<file path="src/rtl/shift_sequencer.sv">
// Multi-cycle sequencer for variable-amount 16-bit shifts (LLS/RLS/LAS/RAS),
// one 1-bit step per clock. Optional overflow flag enabled by macro SHIFT_OVF_EN.
module shift_sequencer #(
  parameter int WIDTH = 16,
  parameter int AMT_W = 4
) (
  input  logic             clk,
  input  logic             rst_n,
  input  logic             start,
  input  logic [1:0]       op,
  input  logic [AMT_W-1:0] amt,
  input  logic [WIDTH-1:0] A,
  output logic             busy,
  output logic             done,
`ifdef SHIFT_OVF_EN
  output logic             ovf,
`endif
  output logic [WIDTH-1:0] Y
);

  typedef enum logic [1:0] {
    IDLE  = 2'd0,
    SHIFT = 2'd1,
    DONE  = 2'd2
  } state_t;

  localparam logic [1:0] OP_LLS = 2'b00;
  localparam logic [1:0] OP_RLS = 2'b01;
  localparam logic [1:0] OP_LAS = 2'b10;
  localparam logic [1:0] OP_RAS = 2'b11;

  state_t           state, state_nxt;
  logic [WIDTH-1:0] sreg, sreg_step;
  logic [AMT_W-1:0] cnt;
  logic [1:0]       opr;
  logic             accept;
  logic             stepping;
  logic             finishing;

  // NOTE: state registers use non-blocking assignments so every flop samples
  // pre-edge values regardless of process ordering.
  always_ff @(posedge clk or negedge rst_n) begin
    if (!rst_n) state <= IDLE;
    else        state <= state_nxt;
  end

  // NOTE: every output of a combinational block gets a default first so no
  // path through the case statement infers a latch.
  always_comb begin
    state_nxt = state;
    accept    = 1'b0;
    unique case (state)
      IDLE: begin
        if (start) begin
          accept    = 1'b1;
          state_nxt = SHIFT;
        end
      end
      SHIFT: begin
        if (cnt == '0) state_nxt = DONE;
      end
      DONE: begin
        accept    = start;
        state_nxt = start ? SHIFT : IDLE;
      end
      default: state_nxt = IDLE;
    endcase
  end

  assign busy      = (state == SHIFT);
  assign done      = (state == DONE);
  assign stepping  = busy && (cnt != '0);
  assign finishing = busy && (cnt == '0);

  always_comb begin
    sreg_step = sreg;
    unique case (opr)
      OP_LLS, OP_LAS: sreg_step = {sreg[WIDTH-2:0], 1'b0};
      OP_RLS:         sreg_step = {1'b0, sreg[WIDTH-1:1]};
      OP_RAS:         sreg_step = {sreg[WIDTH-1], sreg[WIDTH-1:1]};
      default:        sreg_step = sreg;
    endcase
  end

  // NOTE: the working registers are reset too, so an operation cut short by
  // reset leaves nothing behind that could surface later.
  always_ff @(posedge clk or negedge rst_n) begin
    if (!rst_n) begin
      sreg <= '0;
      cnt  <= '0;
      opr  <= OP_LLS;
      Y    <= '0;
    end else if (accept) begin
      sreg <= A;
      cnt  <= amt;
      opr  <= op;
    end else if (stepping) begin
      sreg <= sreg_step;
      cnt  <= cnt - 1'b1;
    end else if (finishing) begin
      Y <= sreg;
    end
  end

`ifdef SHIFT_OVF_EN
  logic ovf_flag;

  // Sticky: any LAS step whose top two bits differ flips the sign.
  always_ff @(posedge clk or negedge rst_n) begin
    if (!rst_n) begin
      ovf_flag <= 1'b0;
      ovf      <= 1'b0;
    end else if (accept) begin
      ovf_flag <= 1'b0;
    end else if (stepping) begin
      if (opr == OP_LAS && sreg[WIDTH-1] != sreg[WIDTH-2]) ovf_flag <= 1'b1;
    end else if (finishing) begin
      ovf <= ovf_flag;
    end
  end
`endif

endmodule
</file>
<file path="config.mk">
export PLATFORM = sky130hd
export DESIGN_NAME = shift_sequencer
export DESIGN_NICKNAME = d
export VERILOG_FILES = /design/src/rtl/shift_sequencer.sv
export SDC_FILE = /design/constraint.sdc
export NUM_CORES = 1
export LEC_CHECK = 0
export BUFFER_PORTS_ARGS = -buffer_cell sky130_fd_sc_hd__buf_2
export CAP_MARGIN = 30
export CELL_PAD_IN_SITES_DETAIL_PLACEMENT = 0
export CELL_PAD_IN_SITES_GLOBAL_PLACEMENT = 2
export CORE_MARGIN = 4
export CORE_UTILIZATION = 30
export CTS_BUF_LIST = sky130_fd_sc_hd__clkbuf_4 sky130_fd_sc_hd__clkbuf_8 sky130_fd_sc_hd__clkbuf_16
export CTS_CLUSTER_SIZE = 20
export DETAILED_ROUTE_END_ITERATION = 7
export HOLD_SLACK_MARGIN = 0.15
export PLACE_DENSITY = 0.68
export SLEW_MARGIN = 20
export SYNTH_ARGS = -nofsm -noshare
export SYNTH_HDL_FRONTEND = slang
export SYNTH_SLANG_ARGS = --single-unit
</file>
<file path="constraint.sdc">
create_clock -name clk -period 1.57 [get_ports clk]
set_input_delay 0.157 -clock clk [delete_from_list [all_inputs] [get_ports clk]]
set_output_delay 0.157 -clock clk [all_outputs]
set_load 0.02 [all_outputs]
</file>
==> results of run 1 <==
sequential cells by signal, summed over array words and instances (netlist names):
signal / count
state: 2
Y: 16
cnt: 4
opr: 2
sreg: 16
path summary, 6_finish.rpt:
| path | startpoint | end | slack (ns) | cells after the start |
|---|---|---|---|---|
| max | cnt[1]$_DFFE_PN0P_ | sreg[2]$_DFFE_PN0P_ | -0.08 | 7 |
| min | amt[0] | cnt[0]$_DFFE_PN0P_ | 0.16 | 3 |
| max reg2reg | cnt[1]$_DFFE_PN0P_ | sreg[2]$_DFFE_PN0P_ | -0.08 | 7 |
| min reg2reg | Y[9]$_DFFE_PN0P_ | Y[9]$_DFFE_PN0P_ | 0.51 | 1 |
| max in group asynchronous | rst_n | cnt[3]$_DFFE_PN0P_ | 0.75 | 3 |
| min in group asynchronous | rst_n | Y[15]$_DFFE_PN0P_ | 0.45 | 3 |
logic make-up after synthesis:
group	synth area share, %
muxes	37.2
DFF	47.7
and+or+nand+nor	5.84
buffers and inverters	4.89
AOI/OAI and AO/OA	3.75
adders and majority gates	0.596
final cells by class:
class	count	share of cell area, %
clock buffer	8	3.49
sequential	40	35.8
tap	96	4.30
timing repair buffer	72	17.4
inverter	6	0.850
multi-input combinational	94	38.2
stage by stage:
step | instances | utilization (%) | area [um2] | worst slack (ns)
finish | 316 | 41.2 | 2800 | -0.0811
floorplan | 146 | - | 2110 | -0.131
detailed placement | 292 | 36.6 | 2480 | -0.272
global route | 316 | 41.2 | 2800 | -0.156
global placement | 292 | 36.6 | 2480 | -0.190
CTS | 313 | 40.3 | 2740 | -0.0855
worst max-delay path, stage by stage (launching register included):
cell                      delay, ns
sky130_fd_sc_hd__dfrtp_1       0.37
sky130_fd_sc_hd__inv_2         0.06
sky130_fd_sc_hd__ha_4          0.15
sky130_fd_sc_hd__nor3b_4       0.16
sky130_fd_sc_hd__buf_6         0.12
sky130_fd_sc_hd__o21ai_4       0.18
sky130_fd_sc_hd__buf_12        0.16
sky130_fd_sc_hd__mux2_2        0.33
layout by cell type, fill, tap and decap left out:
cell,n
sky130_fd_sc_hd__buf_2,42
sky130_fd_sc_hd__dfrtp_1,40
sky130_fd_sc_hd__mux2_2,35
sky130_fd_sc_hd__mux2_4,25
sky130_fd_sc_hd__buf_4,19
sky130_fd_sc_hd__nor2_1,6
sky130_fd_sc_hd__clkbuf_8,6
sky130_fd_sc_hd__dlygate4sd3_1,6
sky130_fd_sc_hd__a31oi_1,5
sky130_fd_sc_hd__inv_1,3
sky130_fd_sc_hd__o21ai_0,3
sky130_fd_sc_hd__nand2_8,3
sky130_fd_sc_hd__buf_6,3
sky130_fd_sc_hd__inv_2,2
sky130_fd_sc_hd__mux2i_1,2
sky130_fd_sc_hd__nand4b_1,2
sky130_fd_sc_hd__clkbuf_4,2
sky130_fd_sc_hd__buf_12,2
sky130_fd_sc_hd__nor2b_1,1
sky130_fd_sc_hd__nand2b_2,1
sky130_fd_sc_hd__clkinv_2,1
sky130_fd_sc_hd__nand2b_1,1
sky130_fd_sc_hd__nor3b_4,1
sky130_fd_sc_hd__o21ai_4,1
sky130_fd_sc_hd__or3_1,1
sky130_fd_sc_hd__and2_2,1
sky130_fd_sc_hd__o31ai_1,1
sky130_fd_sc_hd__or4b_1,1
sky130_fd_sc_hd__o41ai_1,1
sky130_fd_sc_hd__nor3_1,1
sky130_fd_sc_hd__nand3_1,1
sky130_fd_sc_hd__ha_4,1
layer usage:
layer  wire length [um]  share of wire (%)
met5                  0                  0
met2               2370                 51
met1               2060                 44
met4                 81                1.7
met3                177                3.8
power groups by stage:
stage,Sequential [W],Combinational (W),Clock [W]
6_report,0.00195,0.00360,0.000745
5_1_grt,0.00204,0.00385,0.000816
4_1_cts,0.00196,0.00349,0.000778
3_5_place_dp,0.00197,0.00319,0
3_3_place_gp,0.00194,0.00313,0
2_1_floorplan,0.00212,0.00227,0
timing repair:
item                                    in CTS  in global routing
pin swaps                                    2                  4
buffers inserted                             7                  1
endpoints found under the setup margin      32                 34
hold buffers                                 6                  0
hold endpoints to repair                    45                  0
cloned                                       0                  2
gates resized for setup                      7                  7
==> impl_table.tex, run 1 <==
\begin{tabular}{lr}
\hline
Metric & Value \\
\hline
\multicolumn{2}{l}{\textbf{Clock network}} \\
\quad H-tree level count & 2 \\
\quad Cts bufs inserted & 5 \\
\quad Clock-pin slew on the worst setup and hold paths & 0.08 ns \\
\quad TritonCTS sink count & 40 \\
\quad TritonCTS clock tree & yes \\
\quad Buffer type at the clock tree root & sky130\_fd\_sc\_hd\_\_clkbuf\_8 \\
\quad Clock latency of the later-clocked register in the worst-skew pair & 0.29 ns \\
\quad Worst-case clock buffer depth & 2 \\
\multicolumn{2}{l}{\textbf{Critical path}} \\
\quad Type of the worst setup path & flop to flop \\
\quad Critical Path Fanout Max & 10 \\
\quad Crit path launch type & flop \\
\quad Critical path capture point type & flop \\
\quad Required time of the critical path & 1.75 ns \\
\quad Arrival time of data at the critical path endpoint & 1.83 ns \\
\multicolumn{2}{l}{\textbf{Detailed routing}} \\
\quad Via count & 1406 \\
\quad Mean number of vias per cell & 4.45 \\
\quad Initial DRT Pass Iterations & 4 \\
\quad 1st-iter DRT viols & 23 \\
\quad Detailed Route WL & 4.69 mm \\
\quad Remaining routing DRC violations & 0 \\
\quad Wire length per cell after detailed routing & 14.8 um \\
\quad Post-DRT Antenna Nets & 0 \\
\multicolumn{2}{l}{\textbf{Power and ir drop}} \\
\quad Clock power share & 11.8\% \\
\quad Logic gate share of total power & 57.1\% \\
\quad PnR Total Power & 0.00630 W \\
\quad VDD IR-drop max & 859 uV \\
\quad PwrDens & 2250 nW/um2 \\
\quad Internal power & 0.00411 W \\
\quad Switching power share of the total & 34.8\% \\
\quad Power dissipated by switching net loads & 0.00219 W \\
\quad Leakage Power & 1.36 nW \\
\quad Relative contribution of sequential cells to total power & 31.0\% \\
\multicolumn{2}{l}{\textbf{Global routing}} \\
\quad Total grt overflow & 0 \\
\quad Routing layer with the top usage in global route & met2 \\
\quad Vias in the first global route & 1507 \\
\quad Total global-route track usage & 11.3\% \\
\quad Initial antenna violation count & 0 \\
\quad First-pass GRT wire length & 7.56 mm \\
\quad Global-route track usage on met2 & 18.8\% \\
\quad GR met3 Demand/Resource & 2.38\% \\
\quad Largest net degree at the start of global routing & 41 \\
\quad Met1 usage & 14.2\% \\
\multicolumn{2}{l}{\textbf{Die}} \\
\quad Number of standard-cell rows in the floorplan & 30 \\
\quad Starting density of the core & 30.9\% \\
\quad Die Span X & 91.7 um \\
\quad Height of the die & 91.7 um \\
\quad Placeable Area & 6790 um2 \\
\quad Die ar. & 8400 um2 \\
\quad Top-level port count & 43 \\
\multicolumn{2}{l}{\textbf{Finish}} \\
\quad Area growth, synth to finish & 33.2\% \\
\quad Number of antenna cells inserted & 0 \\
\quad Area used by sequential logic in the layout & 1000 um2 \\
\quad Total number of nets in the final design & 245 \\
\quad Share of layout cells above drive strength 1 & 65.9\% \\
\quad Multi-input gate area in the final layout & 1070 um2 \\
\quad Filler instances & 661 \\
\multicolumn{2}{l}{\textbf{Timing}} \\
\quad Worst Hold Margin & 0.158 ns \\
\quad Final hold violation count & 0 \\
\quad Peak clock frequency supported by timing & 606 MHz \\
\quad Final Slew Violations & 0 \\
\quad Setup repair after global routing missed its margin & true \\
\quad Relative slew slack & 65.3\% \\
\quad Period Utilization, post-route & 105\% \\
\quad Final setup fails & 21 \\
\quad Shortest period the worst path allows & 1.65 ns \\
\quad Actual transition at the worst max-transition pin & 0.521 ns \\
\quad Post-route worst setup slack & -0.0811 ns \\
\quad Clock skew after layout & 0.00713 ns \\
\quad Sum of negative setup slack & -1.10 ns \\
\multicolumn{2}{l}{\textbf{Yosys}} \\
\quad Syn Std Cell Area & 2100 um2 \\
\quad Post-synth EDFFs & 0 \\
\quad Syn avg cell area & 14.4 um2 \\
\quad Unique masters post-synth & 25 \\
\quad Post-synth top cells & sky130\_fd\_sc\_hd\_\_dfrtp\_1 (40), sky130\_fd\_sc\_hd\_\_mux2\_2 (37), sky130\_fd\_sc\_hd\_\_mux2\_4 (23), sky130\_fd\_sc\_hd\_\_inv\_1 (6), sky130\_fd\_sc\_hd\_\_nor2\_1 (6) \\
\quad Share of Yosys cell area claimed by the top area cell type & 47.7\% \\
\quad Cell taking the most area after synthesis & sky130\_fd\_sc\_hd\_\_dfrtp\_1 \\
\quad Share of synthesized registers carrying an async set or reset & 100\% \\
\quad Leading register cell type out of synthesis & sky130\_fd\_sc\_hd\_\_dfrtp\_1 \\
\quad Sequential element share of the synthesized area & 47.7\% \\
\quad Synthesis Warnings & 0 \\
\quad Net Count, Synth & 172 \\
\quad Count of state elements after synthesis & 40 \\
\quad Top-count cell post-synth & sky130\_fd\_sc\_hd\_\_dfrtp\_1 \\
\quad Biggest area contributors in the synthesized netlist & sky130\_fd\_sc\_hd\_\_dfrtp\_1 (48\%), sky130\_fd\_sc\_hd\_\_mux2\_2 (20\%), sky130\_fd\_sc\_hd\_\_mux2\_4 (16\%) \\
\quad Synth Instances & 146 \\
\multicolumn{2}{l}{\textbf{Outcome}} \\
\quad Violated checks & setup timing \\
\quad Result of the run & finished, violations left \\
\multicolumn{2}{l}{\textbf{Placement}} \\
\quad RD Place Congestion & 0.711 \\
\quad Sum of net half-perimeters after detailed placement & 3.20 mm \\
\quad Buffers on Ports & 42 \\
\multicolumn{2}{l}{\textbf{Job}} \\
\quad Max-cap check violation count & 0 \\
\multicolumn{2}{l}{\textbf{Min path}} \\
\quad Worst hold-check path type & primary input to flop \\
\hline
\end{tabular}
Power figures use the tool's default switching activity.
==> run 2: changes to the inputs <==
CORE_ASPECT_RATIO = 1.25   (was not set)
CORE_MARGIN = 2   (was 4)
==> run 2 against run 1 <==
  * Utilization up 0.11 points
  * Die area is 8.5% lower
  * Cell area rose by 1.7%
  * The run still ends with setup timing left
==> impl_table.tex, run 2 (same netlist as run 1, synthesis figures left out) <==
\begin{tabular}{lr}
\hline
Metric & Value \\
\hline
\multicolumn{2}{l}{\textbf{Die}} \\
\quad Top-level port count & 43 \\
\quad Die ar. & 7690 um2 \\
\quad Starting density of the core & 30.5\% \\
\quad Die Span X & 78.8 um \\
\quad Placeable Area & 6890 um2 \\
\quad Number of standard-cell rows in the floorplan & 34 \\
\quad Height of the die & 97.5 um \\
\multicolumn{2}{l}{\textbf{Critical path}} \\
\quad Ordered cell list for the critical path & inv\_2, ha\_4, nor3b\_4, nand2\_4, buf\_12, mux2\_4 \\
\quad Maximum cell stage delay along the critical path & 0.40 ns \\
\quad Dominant delay contributor by cell family on the critical path & simple AND/OR/NAND/NOR gates \\
\quad Required time of the critical path & 1.75 ns \\
\quad Crit path launch type & flop \\
\quad Critical Path Slowest Stage Cell & sky130\_fd\_sc\_hd\_\_dfrtp\_1 \\
\quad Type of the worst setup path & flop to flop \\
\quad Critical Path Fanout Max & 6 \\
\quad Total stage count of the critical path & 6 \\
\quad Critical path capture point type & flop \\
\quad Count of buffering cells on the critical path with inverters included & 2 \\
\quad Arrival time of data at the critical path endpoint & 1.85 ns \\
\quad Reg2reg path depth & 6 \\
\multicolumn{2}{l}{\textbf{Clock network}} \\
\quad TritonCTS sink count & 40 \\
\quad Buffer type at the clock tree root & sky130\_fd\_sc\_hd\_\_clkbuf\_8 \\
\quad TritonCTS clock tree & yes \\
\quad Clock-pin slew on the worst setup and hold paths & 0.08 ns \\
\quad Cts bufs inserted & 5 \\
\quad H-tree level count & 2 \\
\quad Worst-case clock buffer depth & 2 \\
\quad Clock latency of the later-clocked register in the worst-skew pair & 0.29 ns \\
\multicolumn{2}{l}{\textbf{Outcome}} \\
\quad Violated checks & setup timing \\
\quad Result of the run & finished, violations left \\
\multicolumn{2}{l}{\textbf{Timing}} \\
\quad Peak clock frequency supported by timing & 600 MHz \\
\quad Setup repair after global routing missed its margin & true \\
\quad Worst Hold Margin & 0.159 ns \\
\quad Final hold violation count & 0 \\
\quad Relative slew slack & 66.7\% \\
\quad Final setup fails & 24 \\
\quad Post-route worst setup slack & -0.0979 ns \\
\quad Clock skew after layout & 0.00744 ns \\
\quad Shortest period the worst path allows & 1.67 ns \\
\quad Final Slew Violations & 0 \\
\quad Period Utilization, post-route & 106\% \\
\quad Actual transition at the worst max-transition pin & 0.499 ns \\
\multicolumn{2}{l}{\textbf{Finish}} \\
\quad Number of antenna cells inserted & 0 \\
\quad Commonest cells after routing, fill and taps aside & sky130\_fd\_sc\_hd\_\_buf\_2 (42), sky130\_fd\_sc\_hd\_\_dfrtp\_1 (40), sky130\_fd\_sc\_hd\_\_mux2\_2 (37), sky130\_fd\_sc\_hd\_\_mux2\_4 (23), sky130\_fd\_sc\_hd\_\_buf\_4 (20) \\
\quad Share of layout cells above drive strength 1 & 66.2\% \\
\quad Share of the core filled with cells & 41.3\% \\
\quad Most common cell after layout, fill and taps aside & sky130\_fd\_sc\_hd\_\_buf\_2 \\
\quad Area growth, synth to finish & 35.5\% \\
\quad Largest registers ranked by flip-flop count & Y x16, sreg x16, cnt x4 \\
\quad Total number of nets in the final design & 250 \\
\quad Layout Cell Area excl Fill & 2840 um2 \\
\multicolumn{2}{l}{\textbf{Power and ir drop}} \\
\quad PwrDens & 2230 nW/um2 \\
\quad Leakage Power & 1.41 nW \\
\quad VDD IR-drop max & 649 uV \\
\quad PnR Total Power & 0.00633 W \\
\multicolumn{2}{l}{\textbf{Detailed routing}} \\
\quad Wire length per cell after detailed routing & 14.6 um \\
\quad 1st-iter DRT viols & 68 \\
\quad Post-DRT Antenna Nets & 0 \\
\quad Detailed Route WL & 4.61 mm \\
\quad Via count & 1393 \\
\quad Mean number of vias per cell & 4.42 \\
\quad Initial DRT Pass Iterations & 4 \\
\quad Remaining routing DRC violations & 0 \\
\multicolumn{2}{l}{\textbf{Min path}} \\
\quad Worst hold path cell count & 3 \\
\quad Worst hold-check path type & primary input to flop \\
\multicolumn{2}{l}{\textbf{Global routing}} \\
\quad Largest net degree at the start of global routing & 22 \\
\quad Routing layer with the top usage in global route & met2 \\
\quad GR met3 Demand/Resource & 2.42\% \\
\quad Global-route track usage on met2 & 22.0\% \\
\quad First-pass GRT wire length & 7.47 mm \\
\quad Vias in the first global route & 1449 \\
\quad Total grt overflow & 0 \\
\quad Met1 usage & 15.6\% \\
\quad Total global-route track usage & 12.8\% \\
\quad Initial antenna violation count & 0 \\
\multicolumn{2}{l}{\textbf{Placement}} \\
\quad Buffers on Ports & 42 \\
\quad Sum of net half-perimeters after detailed placement & 3.21 mm \\
\quad RD Place Congestion & 0.716 \\
\quad Area after detailed placement & 2540 um2 \\
\multicolumn{2}{l}{\textbf{Job}} \\
\quad Max-cap check violation count & 0 \\
\hline
\end{tabular}
==> run 2: changes by cell type in the layout (fill, tap and decap cells not counted), moves of 2 or more <==
cell | previous run | this run
sky130_fd_sc_hd__mux2_2 | 35 | 37
sky130_fd_sc_hd__buf_12 | 2 | 4
sky130_fd_sc_hd__buf_6 | 3 | 5
sky130_fd_sc_hd__mux2_4 | 25 | 23
sky130_fd_sc_hd__nand2_8 | 3 | 0
==> run 2: timing repair <==
item	CTS	global route
hold buffers	7	0
endpoints found under the hold margin	25	0
endpoints found under the setup margin	32	32
pin swaps	4	3
resized for setup	9	2
cloned	1	0
buffers inserted	6	3
==> run 2: cell type report <==
type,count,area [um2]
Tap cell,90,113
Timing Repair Buffer,79,594
Sequential cell,40,1000
Fill cell,683,4050
Multi-Input combinational cell,92,1020
Inverter,6,22.5
Clock buffer,8,97.6
==> run 2: final timing paths <==
path                                    start                  end  slack, ns
max in group asynchronous               rst_n     Y[1]$_DFFE_PN0P_       0.72
setup / recovery           cnt[1]$_DFFE_PN0P_     Y[7]$_DFFE_PN0P_       -0.1
hold reg to reg            opr[1]$_DFFE_PN0P_   opr[1]$_DFFE_PN0P_       0.50
min in group asynchronous               rst_n    Y[14]$_DFFE_PN0P_       0.35
setup reg to reg           cnt[1]$_DFFE_PN0P_     Y[7]$_DFFE_PN0P_       -0.1
hold / removal                           A[0]  sreg[0]$_DFFE_PN0P_       0.16
==> run 2: layer usage <==
metal / vias up / wire length, um / share of wire, %
met5: - / 0 / 0
met4: 0 / 88 / 1.9
met3: 6 / 119 / 2.6
met2: 21 / 2440 / 53
met1: 686 / 1960 / 43
li1: 680 / - / -
==> run 2: worst min-delay path, cell delays in order <==
cell                      delay [ns]
sky130_fd_sc_hd__buf_2          0.08
sky130_fd_sc_hd__nor2_1         0.04
sky130_fd_sc_hd__a31oi_1        0.13
==> run 2: power by group <==
| part | switching [W] | leakage [nW] | internal, W |
|---|---|---|---|
| combinational | 0.00138 | 0.870 | 0.00225 |
| sequential | 0.000390 | 0.486 | 0.00156 |
| clock | 0.000362 | 0.0523 | 0.000394 |
==> run 2: stage by stage <==
step / setup slack (ns) / TNS (ns) / instances
global placement: -0.187 / -2.54 / 290
finish: -0.0979 / -1.55 / 315
floorplan: -0.131 / -2.08 / 146
global route: -0.162 / -3.39 / 315
detailed placement: -0.254 / -4.45 / 290
CTS: -0.0798 / -1.34 / 312
==> run 3: changes to the inputs <==
CORE_UTILIZATION = 34   (was 30)
MAX_ROUTING_LAYER = met4   (was not set)
PLACE_DENSITY = 0.76   (was 0.68)
==> run 3 against run 2 <==
  * The flow still finishes with violations (setup timing)
  * Sequential cell count unchanged
  * Die area shrank 11%
  * Largest power group unchanged
  * Register-to-register slack gained 0.02 ns
  * Clock skew up 0.00052 ns
  * Sequential power hardly changed
  * Largest cell class unchanged
==> impl_table.tex, run 3 (same netlist as run 1, synthesis figures left out) <==
\begin{tabular}{lr}
\hline
Metric & Value \\
\hline
\multicolumn{2}{l}{\textbf{Clock network}} \\
\quad Clock-pin slew on the worst setup and hold paths & 0.07 ns \\
\quad Worst-case clock buffer depth & 2 \\
\quad Cts bufs inserted & 5 \\
\quad Buffer type at the clock tree root & sky130\_fd\_sc\_hd\_\_clkbuf\_8 \\
\quad Clock latency of the later-clocked register in the worst-skew pair & 0.29 ns \\
\quad TritonCTS clock tree & yes \\
\quad H-tree level count & 2 \\
\quad TritonCTS sink count & 40 \\
\multicolumn{2}{l}{\textbf{Global routing}} \\
\quad Total grt overflow & 0 \\
\quad Total global-route track usage & 13.8\% \\
\quad Vias in the first global route & 1442 \\
\quad Initial antenna violation count & 0 \\
\quad Largest net degree at the start of global routing & 30 \\
\quad First-pass GRT wire length & 6.98 mm \\
\multicolumn{2}{l}{\textbf{Placement}} \\
\quad Area after detailed placement & 2450 um2 \\
\quad Post-Place Setup Slack & -0.221 ns \\
\quad Buffers on Ports & 42 \\
\quad RD Place Congestion & 0.790 \\
\quad Sum of net half-perimeters after detailed placement & 2.98 mm \\
\multicolumn{2}{l}{\textbf{Detailed routing}} \\
\quad Remaining routing DRC violations & 0 \\
\quad Detailed Route WL & 4.25 mm \\
\quad 1st-iter DRT viols & 64 \\
\quad Mean number of vias per cell & 4.48 \\
\quad Wire length per cell after detailed routing & 14.2 um \\
\quad Via count & 1335 \\
\quad Post-DRT Antenna Nets & 0 \\
\quad Initial DRT Pass Iterations & 4 \\
\multicolumn{2}{l}{\textbf{Timing}} \\
\quad Final hold violation count & 0 \\
\quad Clock skew after layout & 0.00796 ns \\
\quad Shortest period the worst path allows & 1.65 ns \\
\quad Period Utilization, post-route & 105\% \\
\quad Post-route worst setup slack & -0.0805 ns \\
\quad Actual transition at the worst max-transition pin & 0.650 ns \\
\quad Final Slew Violations & 0 \\
\quad Final setup fails & 32 \\
\quad Relative slew slack & 56.7\% \\
\quad Peak clock frequency supported by timing & 606 MHz \\
\quad Setup repair after global routing missed its margin & true \\
\multicolumn{2}{l}{\textbf{Critical path}} \\
\quad Critical Path Fanout Max & 6 \\
\quad Critical Path Slowest Stage Cell & sky130\_fd\_sc\_hd\_\_dfrtp\_1 \\
\quad Ordered cell list for the critical path & inv\_2, ha\_4, nor3b\_4, o21ai\_4, buf\_6, mux2\_4 \\
\quad Critical path capture point type & flop \\
\quad Type of the worst setup path & flop to flop \\
\quad Required time of the critical path & 1.74 ns \\
\quad Crit path launch type & flop \\
\quad Arrival time of data at the critical path endpoint & 1.82 ns \\
\quad Dominant delay contributor by cell family on the critical path & flip-flops \\
\quad Maximum cell stage delay along the critical path & 0.40 ns \\
\quad Count of buffering cells on the critical path with inverters included & 2 \\
\multicolumn{2}{l}{\textbf{Power and ir drop}} \\
\quad Logic gate share of total power & 55.6\% \\
\quad Clock power share & 12.0\% \\
\quad VDD IR-drop max & 867 uV \\
\quad PwrDens & 2240 nW/um2 \\
\quad Switching power share of the total & 34.2\% \\
\quad Internal power & 0.00400 W \\
\quad Relative contribution of sequential cells to total power & 32.4\% \\
\quad Power dissipated by switching net loads & 0.00208 W \\
\quad Leakage Power & 1.33 nW \\
\multicolumn{2}{l}{\textbf{Finish}} \\
\quad Share of the core filled with cells & 44.7\% \\
\quad Area growth, synth to finish & 29.5\% \\
\quad Filler instances & 582 \\
\quad Number of antenna cells inserted & 0 \\
\quad Area used by sequential logic in the layout & 1000 um2 \\
\quad Layout Cell Area excl Fill & 2720 um2 \\
\quad Total number of nets in the final design & 238 \\
\quad Most common cell after layout, fill and taps aside & sky130\_fd\_sc\_hd\_\_buf\_2 \\
\quad Commonest cells after routing, fill and taps aside & sky130\_fd\_sc\_hd\_\_buf\_2 (42), sky130\_fd\_sc\_hd\_\_dfrtp\_1 (40), sky130\_fd\_sc\_hd\_\_mux2\_2 (37), sky130\_fd\_sc\_hd\_\_mux2\_4 (23) \\
\quad Largest registers ranked by flip-flop count & Y x16, sreg x16, cnt x4 \\
\quad Multi-input gate area in the final layout & 1030 um2 \\
\quad Share of layout cells above drive strength 1 & 64.3\% \\
\multicolumn{2}{l}{\textbf{Die}} \\
\quad Height of the die & 91.9 um \\
\quad Die ar. & 6820 um2 \\
\quad Top-level port count & 43 \\
\quad Number of standard-cell rows in the floorplan & 32 \\
\quad Die Span X & 74.3 um \\
\quad Starting density of the core & 34.5\% \\
\quad Placeable Area & 6090 um2 \\
\multicolumn{2}{l}{\textbf{Outcome}} \\
\quad Violated checks & setup timing \\
\quad Result of the run & finished, violations left \\
\multicolumn{2}{l}{\textbf{Min path}} \\
\quad Worst hold-check path type & primary input to flop \\
\multicolumn{2}{l}{\textbf{Job}} \\
\quad Max-cap check violation count & 0 \\
\hline
\end{tabular}
run 3: final timing paths:
path / slack, ns / end / depth (start not counted) / start
max: -0.08 / sreg[8]$_DFFE_PN0P_ / 6 / cnt[1]$_DFFE_PN0P_
min: 0.21 / cnt[1]$_DFFE_PN0P_ / 3 / amt[1]
max reg2reg: -0.08 / sreg[8]$_DFFE_PN0P_ / 6 / cnt[1]$_DFFE_PN0P_
min reg2reg: 0.51 / Y[2]$_DFFE_PN0P_ / 1 / Y[2]$_DFFE_PN0P_
max in group asynchronous: 0.55 / Y[2]$_DFFE_PN0P_ / 3 / rst_n
min in group asynchronous: 0.44 / Y[11]$_DFFE_PN0P_ / 2 / rst_n
run 3: power groups by stage:
stage	registers (W)	clock network (W)	logic, W
floorplan	0.00212	0	0.00227
global placement	0.00196	0	0.00306
detailed placement	0.00199	0	0.00314
CTS	0.00197	0.000771	0.00334
global route	0.00204	0.000807	0.00366
finish	0.00197	0.000732	0.00338
run 3: timing repair:
action,4_1_cts,5_1_grt
endpoints found under the setup margin,32,35
pin swaps,4,4
hold buffers,8,0
cloned,1,0
setup buffers,3,1
gates resized for setup,7,7
hold endpoints to repair,34,0
run 3: worst reg2reg max path: stages (launching register included):
cell and delay [ns]:
sky130_fd_sc_hd__dfrtp_1 0.40, sky130_fd_sc_hd__inv_2 0.08, sky130_fd_sc_hd__ha_4 0.13, sky130_fd_sc_hd__nor3b_4 0.36
sky130_fd_sc_hd__o21ai_4 0.13, sky130_fd_sc_hd__buf_6 0.16, sky130_fd_sc_hd__mux2_4 0.29
run 3: stage by stage:
stage | hold slack [ns] | cells | total power (W) | TNS [ns]
global route | 0.206 | 298 | 0.00651 | -4.35
finish | 0.211 | 298 | 0.00608 | -1.96
detailed placement | 0.223 | 277 | 0.00513 | -4.46
CTS | 0.209 | 297 | 0.00608 | -1.69
global placement | 0.217 | 277 | 0.00502 | -2.90
floorplan | -0.139 | 146 | 0.00439 | -2.08
run 3: final cells by class:
| type | instances | share of cell area [%] |
|---|---|---|
| clock buffers | 8 | 3.59 |
| inverters | 6 | 0.828 |
| multi-input cells | 93 | 38.0 |
| flip-flops and latches | 40 | 36.8 |
| well taps | 85 | 3.91 |
| repair buffers | 66 | 16.8 |
run 3: layer usage:
layer	GRT usage (%)	part of all wire (%)
met1	16.4	45
met2	21.9	50
met3	3.74	3.3
met4	5.80	1.9
met5	-	0
